[config.mk]
export PLATFORM = sky130hd
export DESIGN_NAME = key_pulse_gen
export DESIGN_NICKNAME = d
export VERILOG_FILES = /design/src/rtl/key_pkg.sv /design/src/rtl/key_pulse_gen_sync_2ff.sv /design/src/rtl/key_pulse_gen.sv
export SDC_FILE = /design/constraint.sdc
export NUM_CORES = 1
export LEC_CHECK = 0
export ABC_AREA = 0
export BUFFER_PORTS_ARGS = -buffer_cell sky130_fd_sc_hd__clkbuf_2
export CORE_AREA = 2 2 66 68
export DETAILED_ROUTE_END_ITERATION = 6
export DIE_AREA = 0 0 68 70
export GPL_TIMING_DRIVEN = 0
export PLACE_DENSITY_LB_ADDON = 0.25
export SLEW_MARGIN = 20
export SYNTH_ARGS = -nofsm -noshare
export SYNTH_HDL_FRONTEND = slang
export SYNTH_HIERARCHICAL = 1
export SYNTH_SLANG_ARGS = --single-unit
[constraint.sdc]
create_clock -name clk_i -period 5.6 [get_ports clk_i]
set_input_delay 1.12 -clock clk_i [delete_from_list [all_inputs] [get_ports clk_i]]
set_output_delay 1.12 -clock clk_i [all_outputs]
set_load 0.01 [all_outputs]
[src/rtl/key_pkg.sv]
// ============================================================================
//  Module      : key_pkg
//  Description : Shared definitions for the key_pulse_gen front-end.
//                Holds the FSM state encoding, the {up, dn} key-code
//                constants, the direction constants and a helper that maps
//                a direction onto the key code that represents it.
//  Revision    : 1.0 - initial release
// ============================================================================
`default_nettype none

package key_pkg;

  typedef enum logic [1:0] {
    ST_IDLE     = 2'd0,
    ST_DEBOUNCE = 2'd1,
    ST_HELD     = 2'd2,
    ST_RELEASE  = 2'd3
  } state_t;

  // Key code is {up_pressed, dn_pressed}
  localparam logic [1:0] KEY_NONE = 2'b00;
  localparam logic [1:0] KEY_UP   = 2'b10;
  localparam logic [1:0] KEY_DN   = 2'b01;
  localparam logic [1:0] KEY_BOTH = 2'b11;

  localparam logic DIR_UP = 1'b1;
  localparam logic DIR_DN = 1'b0;

  function automatic logic [1:0] dir_to_code(input logic dir);
    return (dir == DIR_UP) ? KEY_UP : KEY_DN;
  endfunction

endpackage : key_pkg

`default_nettype wire

[src/rtl/key_pulse_gen_sync_2ff.sv]
// ============================================================================
//  Module      : sync_2ff
//  Description : Two-flop synchronizer for a single asynchronous input.
//                Both flops load RST_VAL on reset.
//  Ports       : clk_i  - destination clock
//                rst_ni - asynchronous active-low reset
//                i_d    - asynchronous input
//                o_q    - synchronized output (2 clk latency)
//  Revision    : 1.0 - initial release
// ============================================================================
`default_nettype none

module sync_2ff #(
  parameter logic RST_VAL = 1'b1
) (
  input  logic clk_i,
  input  logic rst_ni,
  input  logic i_d,
  output logic o_q
);

  logic r_meta;
  logic r_sync;

  always_ff @(posedge clk_i or negedge rst_ni) begin
    if (!rst_ni) begin
      r_meta <= RST_VAL;
      r_sync <= RST_VAL;
    end else begin
      r_meta <= i_d;
      r_sync <= r_meta;
    end
  end

  assign o_q = r_sync;

endmodule : sync_2ff

`default_nettype wire

[src/rtl/key_pulse_gen.sv]
// ============================================================================
//  Module      : key_pulse_gen
//  Description : Turns two bouncing active-low push-buttons (UP, DOWN) into a
//                single-cycle count-enable pulse plus a direction level.
//                Optional auto-repeat while a key is held, enabled by
//                defining the macro KEY_PULSE_GEN_AUTO_REPEAT_EN.
//  Ports       : clk_i     - system clock
//                rst_ni    - asynchronous active-low reset
//                key_up_ni - raw UP button, low = pressed, asynchronous
//                key_dn_ni - raw DOWN button, low = pressed, asynchronous
//                ena_o     - single-cycle count-enable pulse
//                updown_o  - direction (1 = up, 0 = down), held between pulses
//  Revision    : 1.0 - initial release
// ============================================================================
`default_nettype none

module key_pulse_gen
  import key_pkg::*;
#(
  parameter int unsigned DEBOUNCE_CYCLES = 500000,
  parameter int unsigned REPEAT_DELAY    = 25000000,
  parameter int unsigned REPEAT_PERIOD   = 5000000
) (
  input  logic clk_i,
  input  logic rst_ni,
  input  logic key_up_ni,
  input  logic key_dn_ni,
  output logic ena_o,
  output logic updown_o
);

  // Elaboration-time parameter sanity checks. A repeat interval below 2
  // would produce back-to-back enables.
  generate
    if (DEBOUNCE_CYCLES < 2) begin : g_bad_debounce
      $error("DEBOUNCE_CYCLES must be at least 2");
    end
    if (REPEAT_DELAY < 2 || REPEAT_PERIOD < 2) begin : g_bad_repeat
      $error("REPEAT_DELAY and REPEAT_PERIOD must be at least 2");
    end
  endgenerate

`ifdef KEY_PULSE_GEN_AUTO_REPEAT_EN
  localparam int unsigned CNT_MAX_A = (DEBOUNCE_CYCLES > REPEAT_DELAY) ? DEBOUNCE_CYCLES : REPEAT_DELAY;
  localparam int unsigned CNT_MAX   = (CNT_MAX_A > REPEAT_PERIOD) ? CNT_MAX_A : REPEAT_PERIOD;
`else
  localparam int unsigned CNT_MAX   = DEBOUNCE_CYCLES;
`endif
  localparam int CNT_W = $clog2(CNT_MAX);

  localparam logic [CNT_W-1:0] DB_LAST = CNT_W'(DEBOUNCE_CYCLES - 1);

  // --------------------------------------------------------------------------
  // Synchronizers (reset to released) and key-code formation
  // --------------------------------------------------------------------------
  logic       w_up_sync;
  logic       w_dn_sync;
  logic [1:0] w_code;
  logic [1:0] w_dir_code;

  sync_2ff #(.RST_VAL(1'b1)) u_sync_up (
    .clk_i  (clk_i),
    .rst_ni (rst_ni),
    .i_d    (key_up_ni),
    .o_q    (w_up_sync)
  );

  sync_2ff #(.RST_VAL(1'b1)) u_sync_dn (
    .clk_i  (clk_i),
    .rst_ni (rst_ni),
    .i_d    (key_dn_ni),
    .o_q    (w_dn_sync)
  );

  assign w_code = {~w_up_sync, ~w_dn_sync};

  // --------------------------------------------------------------------------
  // FSM
  // --------------------------------------------------------------------------
  state_t           r_state, w_state_nxt;
  logic [CNT_W-1:0] r_cnt,   w_cnt_nxt;
  logic             r_dir,   w_dir_nxt;
  logic             r_ena,   w_ena_nxt;
  logic             r_updown, w_updown_nxt;

`ifdef KEY_PULSE_GEN_AUTO_REPEAT_EN
  // r_rep_run: 0 while waiting for the first repeat (REPEAT_DELAY),
  //            1 once repeating (REPEAT_PERIOD).
  logic [CNT_W-1:0] r_rep, w_rep_nxt;
  logic             r_rep_run, w_rep_run_nxt;
  logic [CNT_W-1:0] w_rep_last;

  assign w_rep_last = r_rep_run ? CNT_W'(REPEAT_PERIOD - 1) : CNT_W'(REPEAT_DELAY - 1);
`endif

  assign w_dir_code = dir_to_code(r_dir);

  always_ff @(posedge clk_i or negedge rst_ni) begin
    if (!rst_ni) begin
      r_state   <= ST_IDLE;
      r_cnt     <= '0;
      r_dir     <= DIR_UP;
      r_ena     <= 1'b0;
      r_updown  <= DIR_UP;
`ifdef KEY_PULSE_GEN_AUTO_REPEAT_EN
      r_rep     <= '0;
      r_rep_run <= 1'b0;
`endif
    end else begin
      r_state   <= w_state_nxt;
      r_cnt     <= w_cnt_nxt;
      r_dir     <= w_dir_nxt;
      r_ena     <= w_ena_nxt;
      r_updown  <= w_updown_nxt;
`ifdef KEY_PULSE_GEN_AUTO_REPEAT_EN
      r_rep     <= w_rep_nxt;
      r_rep_run <= w_rep_run_nxt;
`endif
    end
  end

  always_comb begin
    w_state_nxt   = r_state;
    w_cnt_nxt     = r_cnt;
    w_dir_nxt     = r_dir;
    w_ena_nxt     = 1'b0;
    w_updown_nxt  = r_updown;
`ifdef KEY_PULSE_GEN_AUTO_REPEAT_EN
    w_rep_nxt     = r_rep;
    w_rep_run_nxt = r_rep_run;
`endif

    unique case (r_state)
      ST_IDLE: begin
        if (w_code == KEY_UP || w_code == KEY_DN) begin
          w_dir_nxt   = (w_code == KEY_UP) ? DIR_UP : DIR_DN;
          w_cnt_nxt   = '0;
          w_state_nxt = ST_DEBOUNCE;
        end
      end

      ST_DEBOUNCE: begin
        if (w_code != w_dir_code) begin
          w_cnt_nxt   = '0;
          w_state_nxt = ST_IDLE;
        end else if (r_cnt == DB_LAST) begin
          w_cnt_nxt     = '0;
          w_state_nxt   = ST_HELD;
          w_ena_nxt     = 1'b1;
          w_updown_nxt  = r_dir;
`ifdef KEY_PULSE_GEN_AUTO_REPEAT_EN
          w_rep_nxt     = '0;
          w_rep_run_nxt = 1'b0;
`endif
        end else begin
          w_cnt_nxt = r_cnt + 1'b1;
        end
      end

      ST_HELD: begin
        // Both-keys and opposite-key codes are ignored here (timer holds).
        if (w_code == KEY_NONE) begin
          w_cnt_nxt     = '0;
          w_state_nxt   = ST_RELEASE;
`ifdef KEY_PULSE_GEN_AUTO_REPEAT_EN
          w_rep_nxt     = '0;
          w_rep_run_nxt = 1'b0;
        end else if (w_code == w_dir_code) begin
          if (r_rep == w_rep_last) begin
            w_ena_nxt     = 1'b1;
            w_updown_nxt  = r_dir;
            w_rep_nxt     = '0;
            w_rep_run_nxt = 1'b1;
          end else begin
            w_rep_nxt = r_rep + 1'b1;
          end
`endif
        end
      end

      ST_RELEASE: begin
        // A press here is release bounce: back to HELD, repeat timer from 0
        // (it was cleared on leaving HELD).
        if (w_code != KEY_NONE) begin
          w_cnt_nxt   = '0;
          w_state_nxt = ST_HELD;
        end else if (r_cnt == DB_LAST) begin
          w_cnt_nxt   = '0;
          w_state_nxt = ST_IDLE;
        end else begin
          w_cnt_nxt = r_cnt + 1'b1;
        end
      end

      default: begin
        w_cnt_nxt   = '0;
        w_state_nxt = ST_IDLE;
      end
    endcase
  end

  assign ena_o    = r_ena;
  assign updown_o = r_updown;

endmodule : key_pulse_gen

`default_nettype wire

After elaboration in Yosys (flattened, before gate mapping)
Cells that the tools add are included.
{ "word_totals": {"elab_cells": 50, "ff_bits": 28, "input_bits": 4, "out_inout_bits": 2} }
{ "op_classes": {"mux": 18, "n_reduce_logical": 8, "n_addsub": 1, "bitwise": 3, "eq_ne": 11} }
{ "ops": {"columns": ["cell", "n"], "rows": [
  ["19-bit 2-to-1 mux", 5],
  ["19-bit case mux with 4 select lines", 1],
  ["19-bit by 1-bit adder with 19-bit output, second input constant", 1],
  ["19-bit equality test, second input constant", 1],
  ["2-bit 2-to-1 mux", 7],
  ["2-bit case mux with 4 select lines", 1],
  ["2-bit equality test, second input constant", 3],
  ["3-bit inequality test, second input constant", 2],
  ["2-bit by 1-bit equality test with 1-bit output, second input constant", 2],
  ["2-bit logical NOT", 2],
  ["1-bit 2-to-1 mux", 4],
  ["2-bit inequality test, second input constant", 2],
  ["2-bit AND reduction", 2],
  ["4-bit AND reduction", 1],
  ["1-bit inverter", 3],
  ["3-bit AND reduction", 1],
  ["2-bit inequality test", 1],
  ["2-bit nonzero test", 1],
  ["1-bit logical OR", 1]
]} }

Longest topological paths before layout
Gate-level depths: netlist (run 1).
{ "logic_depth": {"ltp_word": 5, "ltp_mapped": 8, "mapped_depth_nobuf": 7} }

Modules after synthesis
Netlist (run 1), hierarchy kept.
{ "modules_own_cells": {"columns": ["module", "area_per_inst_um2", "seq_area_each_um2", "instances", "cells_each"], "rows": [
  ["key_pulse_gen", 1353.8, 603.1, 1, 144],
  ["sync_2ff", 52.6, 52.6, 2, 2]
]} }

Worst setup path before layout (run 1)
OpenSTA, ideal clock, no wires.
{ "synth_path": {"path_type": "register to register", "from": "reg u_sync_up.r_sync (netlist: u_sync_up/o_q)", "to": "reg r_cnt[5]", "t_required_ns": 5.536, "arrival_ns": 1.746, "n_path_buf": 0, "synth_period_minus_slack_ns": 1.810, "setup_slack_ns": 3.790, "setup_time_ns": 0.064, "path_stages_with_launch": 8, "cell_sequence": "dfstp_2 > inv_1 > ha_1 > nand2b_1 > a21oi_1 > or4_1 > a21oi_1 > a21o_1"} }
{ "synth_between": {"elab_chain_len": 5, "word_cells_on_any_way": 13, "classes_between": "5 x eq/ne; 3 x mux; 1 x bitwise; 4 x reduce/logical"} }
{ "synth_rtl": {"columns": ["element", "line_no", "source"], "rows": [
  ["from (decl)", "key_pulse_gen_sync_2ff.sv:23", "logic r_sync;"],
  ["from (signal assigned)", "key_pulse_gen_sync_2ff.sv:31", "r_sync <= r_meta;"],
  ["1-bit inverter (*)", "key_pulse_gen.sv:75", "assign w_code = {~w_up_sync, ~w_dn_sync};"],
  ["2-bit equality test or 2-bit by 1-bit equality test with 1-bit output (tied branches)", "key_pulse_gen.sv:135", "if (w_code == KEY_UP || w_code == KEY_DN) begin"],
  ["1-bit logical OR", "key_pulse_gen.sv:135", null],
  ["2-bit inequality test (no line)", null, null],
  ["2-bit AND reduction (no line)", null, null],
  ["to (signal assigned)", "key_pulse_gen.sv:111", "r_cnt <= w_cnt_nxt;"],
  ["to (decl)", "key_pulse_gen.sv:81", "logic [CNT_W-1:0] r_cnt, w_cnt_nxt;"]
]} }
Every way passes the cells marked *; elsewhere a longest branch is shown, timed or not.
A chain may end at the register's enable or synchronous reset.

Worst setup path after layout (run 1)
{ "layout_path": {"from": "reg u_sync_up.r_sync (netlist: u_sync_up/o_q)", "to": "reg r_cnt[6]"} }
Same word-level chain as after synthesis.

==> results of run 1 <==
[routing by layer]
metal  vias up  track usage  wire (um)
li1        568            -          -
met1       567        0.195       1380
met2        31        0.249       1540
met3         2       0.0145        153
met4         0       0.0622         27
met5         -            0          0
[how the worst min path moves through the flow]
stage	cells past startpoint	slack (ps)	startpoint	to
floorplan	0	350	u_sync_dn/r_meta	u_sync_dn/o_q
global placement	0	350	u_sync_dn/r_meta	u_sync_dn/o_q
detailed placement	0	350	u_sync_dn/r_meta	u_sync_dn/o_q
CTS	0	360	u_sync_dn/r_meta	u_sync_dn/o_q
global route	0	370	u_sync_dn/r_meta	u_sync_dn/o_q
finish	0	360	u_sync_dn/r_meta	u_sync_dn/o_q
[final cells by class]
type,count,share of cell area
plain buffers,4,0.0255
inverters,4,0.00927
well taps,52,0.0402
clock buffers,3,0.0255
multi-input cells,112,0.429
clock inverters,1,0.0185
repair buffers,5,0.0154
flip-flops and latches,28,0.437
[placed cells by master, fill, tap and decap left out, types with 3 or more instances in the layout]
cell and n:
a21o_1 5, a21oi_1 9, a31oi_1 6, clkbuf_2 5, clkbuf_8 3, dfrtp_1 22
dfstp_2 6, ha_1 3, inv_1 4, nand2_1 16, nand3_1 12, nand4_1 5
nor2_1 5, nor3_1 5, o21ai_0 11, or3_1 3
[power groups by stage]
stage	logic, mW	registers (mW)	clock network, mW
after floorplan	0.0691	0.232	0
after global placement	0.0936	0.236	0
after detailed placement	0.0952	0.236	0
after CTS	0.0956	0.232	0.164
after global routing	0.106	0.235	0.172
final	0.0938	0.233	0.159
[cells by family (layout without fill, tap and decap cells)]
group	Yosys count	in the layout	share of synthesized area
multiplexers	2	2	0.0154
adder cells (fa/ha/maj)	3	3	0.0257
flip-flops	28	28	0.485
AO/OA/AOI/OAI	41	41	0.177
AND/OR/NAND/NOR	64	64	0.246
XOR/XNOR	2	2	0.0120
buffers and inverters	8	17	0.0386
[per-stage QoR]
step / total power [mW] / utilization / std cells
2_1_floorplan: 0.301 / - / 148
3_3_place_gp: 0.329 / 0.374 / 205
3_5_place_dp: 0.331 / 0.374 / 205
4_1_cts: 0.492 / 0.391 / 209
5_1_grt: 0.513 / 0.391 / 209
6_report: 0.485 / 0.391 / 209
[registers in the layout, summed over array words and instances (netlist names)]
| signal | count |
|---|---|
| r_cnt | 19 |
| r_state | 2 |
| ena_o | 1 |
| r_dir | 1 |
| u_sync_dn/o_q | 1 |
| u_sync_dn/r_meta | 1 |
| u_sync_up/o_q | 1 |
| u_sync_up/r_meta | 1 |
| updown_o | 1 |
==> metrics.txt, run 1 <==
status=completed; Max Cap Viol=0; leakage=about 0.67 nW; I/O pin count=6; H-tree Lvls=1; Synth async-reset ratio=1.00; core area=4140 um2; setup_tns=0 ps; vias per cell=~5.6; min Tclk post-route=between 2000 and 2500 ps; Top FF cell, synth=dfrtp_1; Seq pwr share=0.480; dominant cell type by area after synthesis=dfrtp_1; Clock Path Buffers=2; Worst setup endpoint=r_cnt[6]; largest net degree at the start of global routing=29; post-place setup slack=3400 ps; Die Y-Extent=about 70 um; top cells by area, synth=dfrtp_1 38%, dfstp_2 11%, nand3_1 4.1%, nand2_1 4.1%, o21ai_0 3.8%; post-synth top area share=0.377; Internal=0.351 mW; initial DRC count=140; Placed Area=roughly 1500 um2; Worst path max stage delay=about 570 ps; Sinks on Clock Net=28; slew margin rel.=0.536; CP Buf/Inv Count=2; post-DR wirelength/cell=between 10 and 15 um; cell count along the critical path=7; reg2reg path depth=7; DIE WIDTH=about 68 um; Cell Pwr Density=299 nW/um2; share of cells above drive strength 1=0.166; Clock power frac=0.327; syn_nets=155; flop2flop setup slack=approximately 3400 ps; Area growth syn-to-layout=11.1%; Initial Util=0.352; initial antenna violation count=0; GP Congestion=roughly 0.84; Setup Skew=roughly 6.6 ps; Worst-Skew Late Latency=around 270 ps; fmax=between 400 and 500 MHz; cell repeated most along the worst path=a21oi_1; Worst-path clk slew=roughly 100 ps; first-pass GRT wire length=roughly 5500 um; filler cell count=roughly 420; register area=around 700 um2; DP HPWL=between 2000 and 2500 um; Worst VDD drop=between 0.00008 and 0.00009 V; row count=24; Post-synth top cells=22 x dfrtp_1, 16 x nand2_1, 12 x nand3_1; Comb pwr share=0.193; worst endpoint required time=just under 6000 ps; cell family with most CP delay=compound AO/OA/AOI/OAI gates; Sw Ratio=0.277; Worst R2R End=r_cnt[6]; crit-path max FO=10; vias=~1200; GRT overflow=0; final wirelength=between 3000 and 4000 um; total track usage=0.150; Post-Syn Area=approximately 1500 um2; setup violators final=0; die area=~4800 um2; Root Buffer Master=clkbuf_8; Critical path origin=u_sync_up/o_q; final hold slack=between 300 and 400 ps; Seq/Total Area, Yosys=0.485; top-count cell post-synth=dfrtp_1; hold_buf cts=0; RSZ-0062 raised after global routing=no; Setup crit start kind=flop; Layout Nets=165; Worst R2R Start=u_sync_up/o_q; Seq cells post-synth=28; switching power total=0.135 mW; Remaining DRCs=0; CP Cell Sequence=inv_1 > ha_1 > nand2b_1 > a21oi_1 > clkbuf_1 > a21oi_1 > o22ai_1; Post-synth EDFFs=0; worst path arrival time=roughly 2400 ps; ANT cells=0; Resize count post-CTS=0; Syn Inst Count=roughly 150; vias in the first global route=between 1000 and 1500; Unique masters post-synth=40; CP Class=flop to flop; yosys warns=6; footprint of the multi-input gates=694 um2; Mean Syn Cell Area=approximately 10 um2; CP Capture Type=flop; Hold WC Path Type=flop to flop; ANT nets after route=0; Fin. Hold Viols=0; Tcrit/Tclk final=0.392; Pre-antenna DRT Iters=4; slew of the pin with the lowest slew margin=slightly below 700 ps; Setup WS post-layout=around 3400 ps; PortBufs=5; Slew Limit Fails=0; Setup Buffers After CTS=0; CTS Buf Count=3; CTS tree=done; CP max stage cell=dfstp_2; final instance area=approximately 1600 um2
No activity file was read; power rests on OpenSTA's default activity.
==> inputs of run 2 (changes only) <==
clock period = 1.8 ns   (was 5.6 ns; I/O delays follow)
==> run 2 against run 1 <==
  * The flow now finishes with violations (negative setup slack)
  * Register-to-register slack worse by 3500 ps
  * Sequential cell count stayed put
  * Maximum frequency is 17% higher
  * Largest cell class is now multi-input gates
==> metrics.txt, run 2 (same netlist as run 1, synthesis figures left out) <==
vias=1247 (was 1168); most frequent cells in the layout=18 x dfrtp_1, 16 x buf_4, 15 x nand2_1 (was 22 x dfrtp_1, 16 x nand2_1, 12 x nand3_1); Worst path max stage delay=590 ps (was 570 ps); CTS Buf Count=3 (unchanged); Clock Path Buffers=2 (unchanged); fmax=535 MHz (was 455 MHz); H-tree Lvls=1 (unchanged); Die Y-Extent=70 um (unchanged); min Tclk post-route=1870 ps (was 2200 ps); Setup WS post-layout=-70.8 ps (was 3400 ps); reg2reg path depth=7 (unchanged); Setup Skew=6.57 ps (was 6.60 ps); Worst R2R Start=u_sync_up/o_q (unchanged); CP Capture Type=flop (unchanged); Worst R2R End=r_cnt[17] (was r_cnt[6]); DP HPWL=2150 um (about the same); ANT nets after route=0 (unchanged); Worst-path clk slew=100 ps (about the same); status=complete, but fails checks (was completed); first-pass GRT wire length=5540 um (was 5510 um); worst path arrival time=2090 ps (was 2390 ps); vias in the first global route=1178 (was 1223); failing checks=negative setup slack; post-place setup slack=-267 ps (was 3400 ps); total track usage=0.153 (was 0.150); leakage=0.820 nW (was 0.669 nW); core area=4140 um2 (unchanged); row count=24 (unchanged); CP Class=flop to flop (unchanged); PortBufs=5 (unchanged); ANT cells=0 (unchanged); Setup crit start kind=flop (unchanged); setup violators final=10 (was 0); I/O pin count=6 (unchanged); slew of the pin with the lowest slew margin=698 ps (was 695 ps); GP Congestion=0.826 (was 0.844); commonest non-fill, non-tap cell in the layout=dfrtp_1 (unchanged); Fin. Hold Viols=0 (unchanged); GRT overflow=0 (unchanged); top flop regs=r_cnt x19, r_state x2 (unchanged); Most flops, register=r_cnt (unchanged); CTS tree=done (unchanged); Area growth syn-to-layout=32.2% (was 11.1%); Pre-antenna DRT Iters=4 (unchanged); vias per cell=5.45 (was 5.59); CP Cell Sequence=ha_4 > nand2b_4 > o311a_4 > o21ai_4 > buf_6 > or4_4 > nand3_2 (was inv_1 > ha_1 > nand2b_1 > a21oi_1 > clkbuf_1 > a21oi_1 > o22ai_1); Initial Util=0.352 (unchanged); initial antenna violation count=0 (unchanged); Max Cap Viol=0 (unchanged); CP max stage cell=dfstp_2 (unchanged); Root Buffer Master=clkbuf_8 (unchanged); largest net degree at the start of global routing=29 (unchanged); RSZ-0062 raised after global routing=yes (was no); flop2flop setup slack=-70 ps (was 3400 ps); hold_buf cts=0 (unchanged); Hold WC Path Type=input port to asynchronous set/reset pin (was flop to flop); Worst VDD drop=0.000568 V (was 0.0000893 V); post-DR wirelength/cell=15.4 um (was 14.8 um); setup_tns=-343 ps (was 0 ps); crit-path max FO=4 (was 10); final wirelength=3520 um (was 3100 um); slew margin rel.=0.535 (was 0.536); Layout Nets=185 (was 165); share of cells above drive strength 1=0.390 (was 0.166); initial DRC count=46 (was 140); DIE WIDTH=68 um (unchanged); Worst-Skew Late Latency=270 ps (about the same); Tcrit/Tclk final=1.04 (was 0.392); Largest register FFs=19 (unchanged); Slew Limit Fails=0 (unchanged); worst endpoint required time=2020 ps (was 5790 ps); Cell Pwr Density=820 nW/um2 (was 299 nW/um2); Remaining DRCs=0 (unchanged); Sinks on Clock Net=28 (unchanged); die area=4760 um2 (unchanged)
==> run 2: cell types whose count changed in the layout (fill, tap and decap cells not counted), sizes merged <==
cell,change
buf,+20
bufinv,-1
clkbuf,+1
==> run 2: stage by stage <==
stage	hold slack (ps)	util	cells	power [mW]	area, um2
floorplan	64.4	-	148	0.941	1460
global placement	350	0.375	205	1.03	1550
detailed placement	353	0.375	205	1.04	1550
CTS	142	0.430	219	1.53	1780
global route	139	0.465	229	1.68	1930
finish	112	0.465	229	1.58	1930
==> run 2: routing by layer <==
metal  share of wire  track usage  up-vias
met1            0.45        0.196      608
met4           0.012       0.0200        0
met2            0.50        0.260       22
met5               0            0        -
met3           0.034       0.0403        4
li1                -            -      613
==> run 2: repair_timing <==
action                                  CTS  global route
endpoints found under the setup margin   22            20
buffers inserted                         10            10
gates resized for setup                  16            25
pin swaps                                 7            13
cloned                                    0             0
==> run 2: layout make-up <==
class / instances / area, um2
Sequential cell: 28 / 713
Multi-Input combinational cell: 112 / 845
Fill cell: 405 / 2220
Inverter: 4 / 15.0
Timing Repair Buffer: 25 / 190
Buffer: 4 / 45.0
Clock buffer: 4 / 55.1
Tap cell: 52 / 65.1
==> run 2: critical path, delay by kind of cell, from the launching register on <==
kind / cells / cell delay, ps
adder cells (fa/ha/maj): 1 / 140
AO/OA/AOI/OAI: 2 / 280
flip-flops: 1 / 590
buffers and inverters: 1 / 120
AND/OR/NAND/NOR: 3 / 670
==> run 2: worst max path at each step <==
stage | startpoint | to | slack (ps) | depth (start not counted)
final | u_sync_up/o_q | r_cnt[17] | -70 | 7
after floorplan | u_sync_up/o_q | r_cnt[5] | 10 | 7
after detailed placement | r_cnt[0] | r_state[1] | -270 | 7
after global routing | u_sync_up/o_q | r_cnt[17] | -140 | 7
after global placement | r_cnt[0] | r_state[1] | -260 | 7
after CTS | u_sync_dn/o_q | r_cnt[17] | -80 | 7
==> run 2: where the power goes <==
part	total, mW	internal [mW]	switching [mW]
clock network	0.393	0.196	0.197
registers	0.735	0.678	0.0570
logic	0.454	0.225	0.228
total	1.58	1.10	0.483
==> inputs of run 3 (changes only) <==
PLACE_DENSITY = 0.52   (was not set)
PLACE_DENSITY_LB_ADDON = not set   (was 0.25)
==> run 3 against run 2 <==
  * The run still ends with negative setup slack left
  * Clock-buffer cell count unchanged
  * Register-to-register slack about the same
  * Via count up 4.0%
  * Routed wire length up 6.0%
  * Sequential share of layout area down 0.67 points
  * Maximum frequency down 0.32%
  * Critical path type unchanged
  * Die area unchanged
==> metrics.txt, run 3 (same netlist as run 1, synthesis figures left out) <==
crit-path max FO=9 (was 4); Most flops, register=r_cnt (unchanged); initial antenna violation count=0 (unchanged); slew of the pin with the lowest slew margin=717 ps (was 698 ps); initial DRC count=34 (was 46); final wirelength=3740 um (was 3520 um); Largest register FFs=19 (unchanged); post-place setup slack=-326 ps (was -267 ps); first-pass GRT wire length=5760 um (was 5540 um); CP Capture Type=flop (unchanged); flop2flop setup slack=-80 ps (was -70 ps); vias per cell=5.69 (was 5.45); CP Class=flop to flop (unchanged); DIE WIDTH=68 um (unchanged); vias in the first global route=1236 (was 1178); RSZ-0062 raised after global routing=yes (unchanged); Hold WC Path Type=input port to asynchronous set/reset pin (unchanged); Placed Area=1550 um2 (unchanged); Clock power frac=0.222 (was 0.249); Sw Ratio=0.313 (was 0.305); final hold slack=119 ps (was 112 ps); slew margin rel.=0.522 (was 0.535); total track usage=0.161 (was 0.153); Comb pwr share=0.314 (was 0.287); Setup Skew=5.33 ps (was 6.57 ps); Inst Count DP=205 (unchanged); leakage=0.838 nW (was 0.820 nW); Setup crit start kind=flop (unchanged); Die Y-Extent=70 um (unchanged); Worst R2R End=r_cnt[2] (was r_cnt[17]); Root Buffer Master=clkbuf_8 (unchanged); vias=1297 (was 1247); Area growth syn-to-layout=34.1% (was 32.2%); Worst-path clk slew=90 ps (was 100 ps); Worst R2R Start=r_cnt[0] (was u_sync_up/o_q); GP Congestion=0.763 (was 0.826); ANT nets after route=0 (unchanged); Seq pwr share=0.464 (was 0.465); Max Cap Viol=0 (unchanged); Initial Util=0.352 (unchanged); post-DR wirelength/cell=16.4 um (was 15.4 um); failing checks=negative setup slack (unchanged); PortBufs=5 (unchanged); H-tree Lvls=1 (unchanged); row count=24 (unchanged); CTS Buf Count=3 (unchanged); register area=711 um2 (was 713 um2); I/O pin count=6 (unchanged); Slew Limit Fails=0 (unchanged); die area=4760 um2 (unchanged); Pre-antenna DRT Iters=4 (unchanged); Cell Pwr Density=811 nW/um2 (was 820 nW/um2); commonest non-fill, non-tap cell in the layout=dfrtp_1 (unchanged); ANT cells=0 (unchanged); most frequent cells in the layout=20 x dfrtp_1, 16 x nand2_1, 13 x buf_4 (was 18 x dfrtp_1, 16 x buf_4, 15 x nand2_1); worst path arrival time=2050 ps (was 2090 ps); final instance area=1960 um2 (was 1930 um2); Layout Nets=184 (was 185); footprint of the multi-input gates=863 um2 (was 845 um2); worst endpoint required time=1970 ps (was 2020 ps); Worst VDD drop=0.000364 V (was 0.000568 V); reg2reg path depth=8 (was 7); Sinks on Clock Net=28 (unchanged); min Tclk post-route=1880 ps (was 1870 ps); filler cell count=395 (was 405); setup violators final=13 (was 10); share of cells above drive strength 1=0.358 (was 0.390); Fin. Hold Viols=0 (unchanged); Internal=1.09 mW (was 1.10 mW); Tcrit/Tclk final=1.04 (about the same); Clock Path Buffers=2 (unchanged); CTS tree=done (unchanged); core area=4140 um2 (unchanged); Non-Filler Instances=228 (was 229); Finished Core Util=0.472 (was 0.465); largest net degree at the start of global routing=29 (unchanged); GRT overflow=0 (unchanged); Setup WS post-layout=-76.8 ps (was -70.8 ps); switching power total=0.496 mW (was 0.483 mW); top flop regs=r_cnt x19, r_state x2 (unchanged); fmax=533 MHz (was 535 MHz); Worst-Skew Late Latency=280 ps (was 270 ps); DP HPWL=2260 um (was 2150 um); Remaining DRCs=0 (unchanged); status=complete, but fails checks (unchanged)
-- run 3: cell types whose count changed in the layout (fill, tap and decap cells not counted), sizes merged --
cell	before	now
buf	23	21
clkbuf	10	11
-- run 3: final cells by class --
type | count | area share
multi-input combinational | 112 | 0.441
sequential | 28 | 0.363
timing repair buffer | 24 | 0.109
tap | 52 | 0.0332
clock buffer | 4 | 0.0230
buffer | 4 | 0.0230
inverter | 4 | 0.00767
-- run 3: repair_timing --
item                                    4_1_cts  5_1_grt
hold buffers                                  0        0
setup buffers                                11        7
gates resized for setup                      20       16
pin swaps                                    11        7
gates cloned                                  0        1
endpoints found under the setup margin       22       20
-- run 3: critical path, stage by stage (launching register included) --
cell and delay (ps):
dfrtp_1 400, ha_4 150, and4_4 230, nand4_1 150
buf_6 180, o21a_1 190, buf_6 140, buf_8 130
a22o_1 200
-- run 3: power groups by stage --
stage	Clock, mW	Combinational, mW	Sequential (mW)
after floorplan	0	0.217	0.724
after global placement	0	0.301	0.738
after detailed placement	0	0.312	0.741
after CTS	0.362	0.427	0.735
after global routing	0.395	0.531	0.744
final	0.353	0.497	0.736
-- run 3: worst max-delay path by stage --
stage                              from         end  slack, ps  cells after the start
final                          r_cnt[0]    r_cnt[2]        -80                      8
after global routing           r_cnt[0]    r_cnt[7]       -140                      9
after CTS                 u_sync_dn/o_q   r_cnt[14]        -40                      7
after global placement         r_cnt[0]  r_state[1]       -290                      7
after floorplan           u_sync_up/o_q    r_cnt[5]         10                      7
after detailed placement       r_cnt[0]  r_state[1]       -330                      7
-- run 3: stage by stage --
step                      power (mW)  setup TNS (ps)
after global routing            1.67           -1740
after floorplan                0.941               0
after CTS                       1.52            -195
final                           1.59            -705
after global placement          1.04           -3350
after detailed placement        1.05           -4420
-- run 3: layer usage --
metal	GRT usage	wire length, um	up-vias
met3	0.0290	108	8
met2	0.260	1850	19
met4	0.0644	73	0
li1	-	-	609
met1	0.208	1700	661
met5	0	0	-
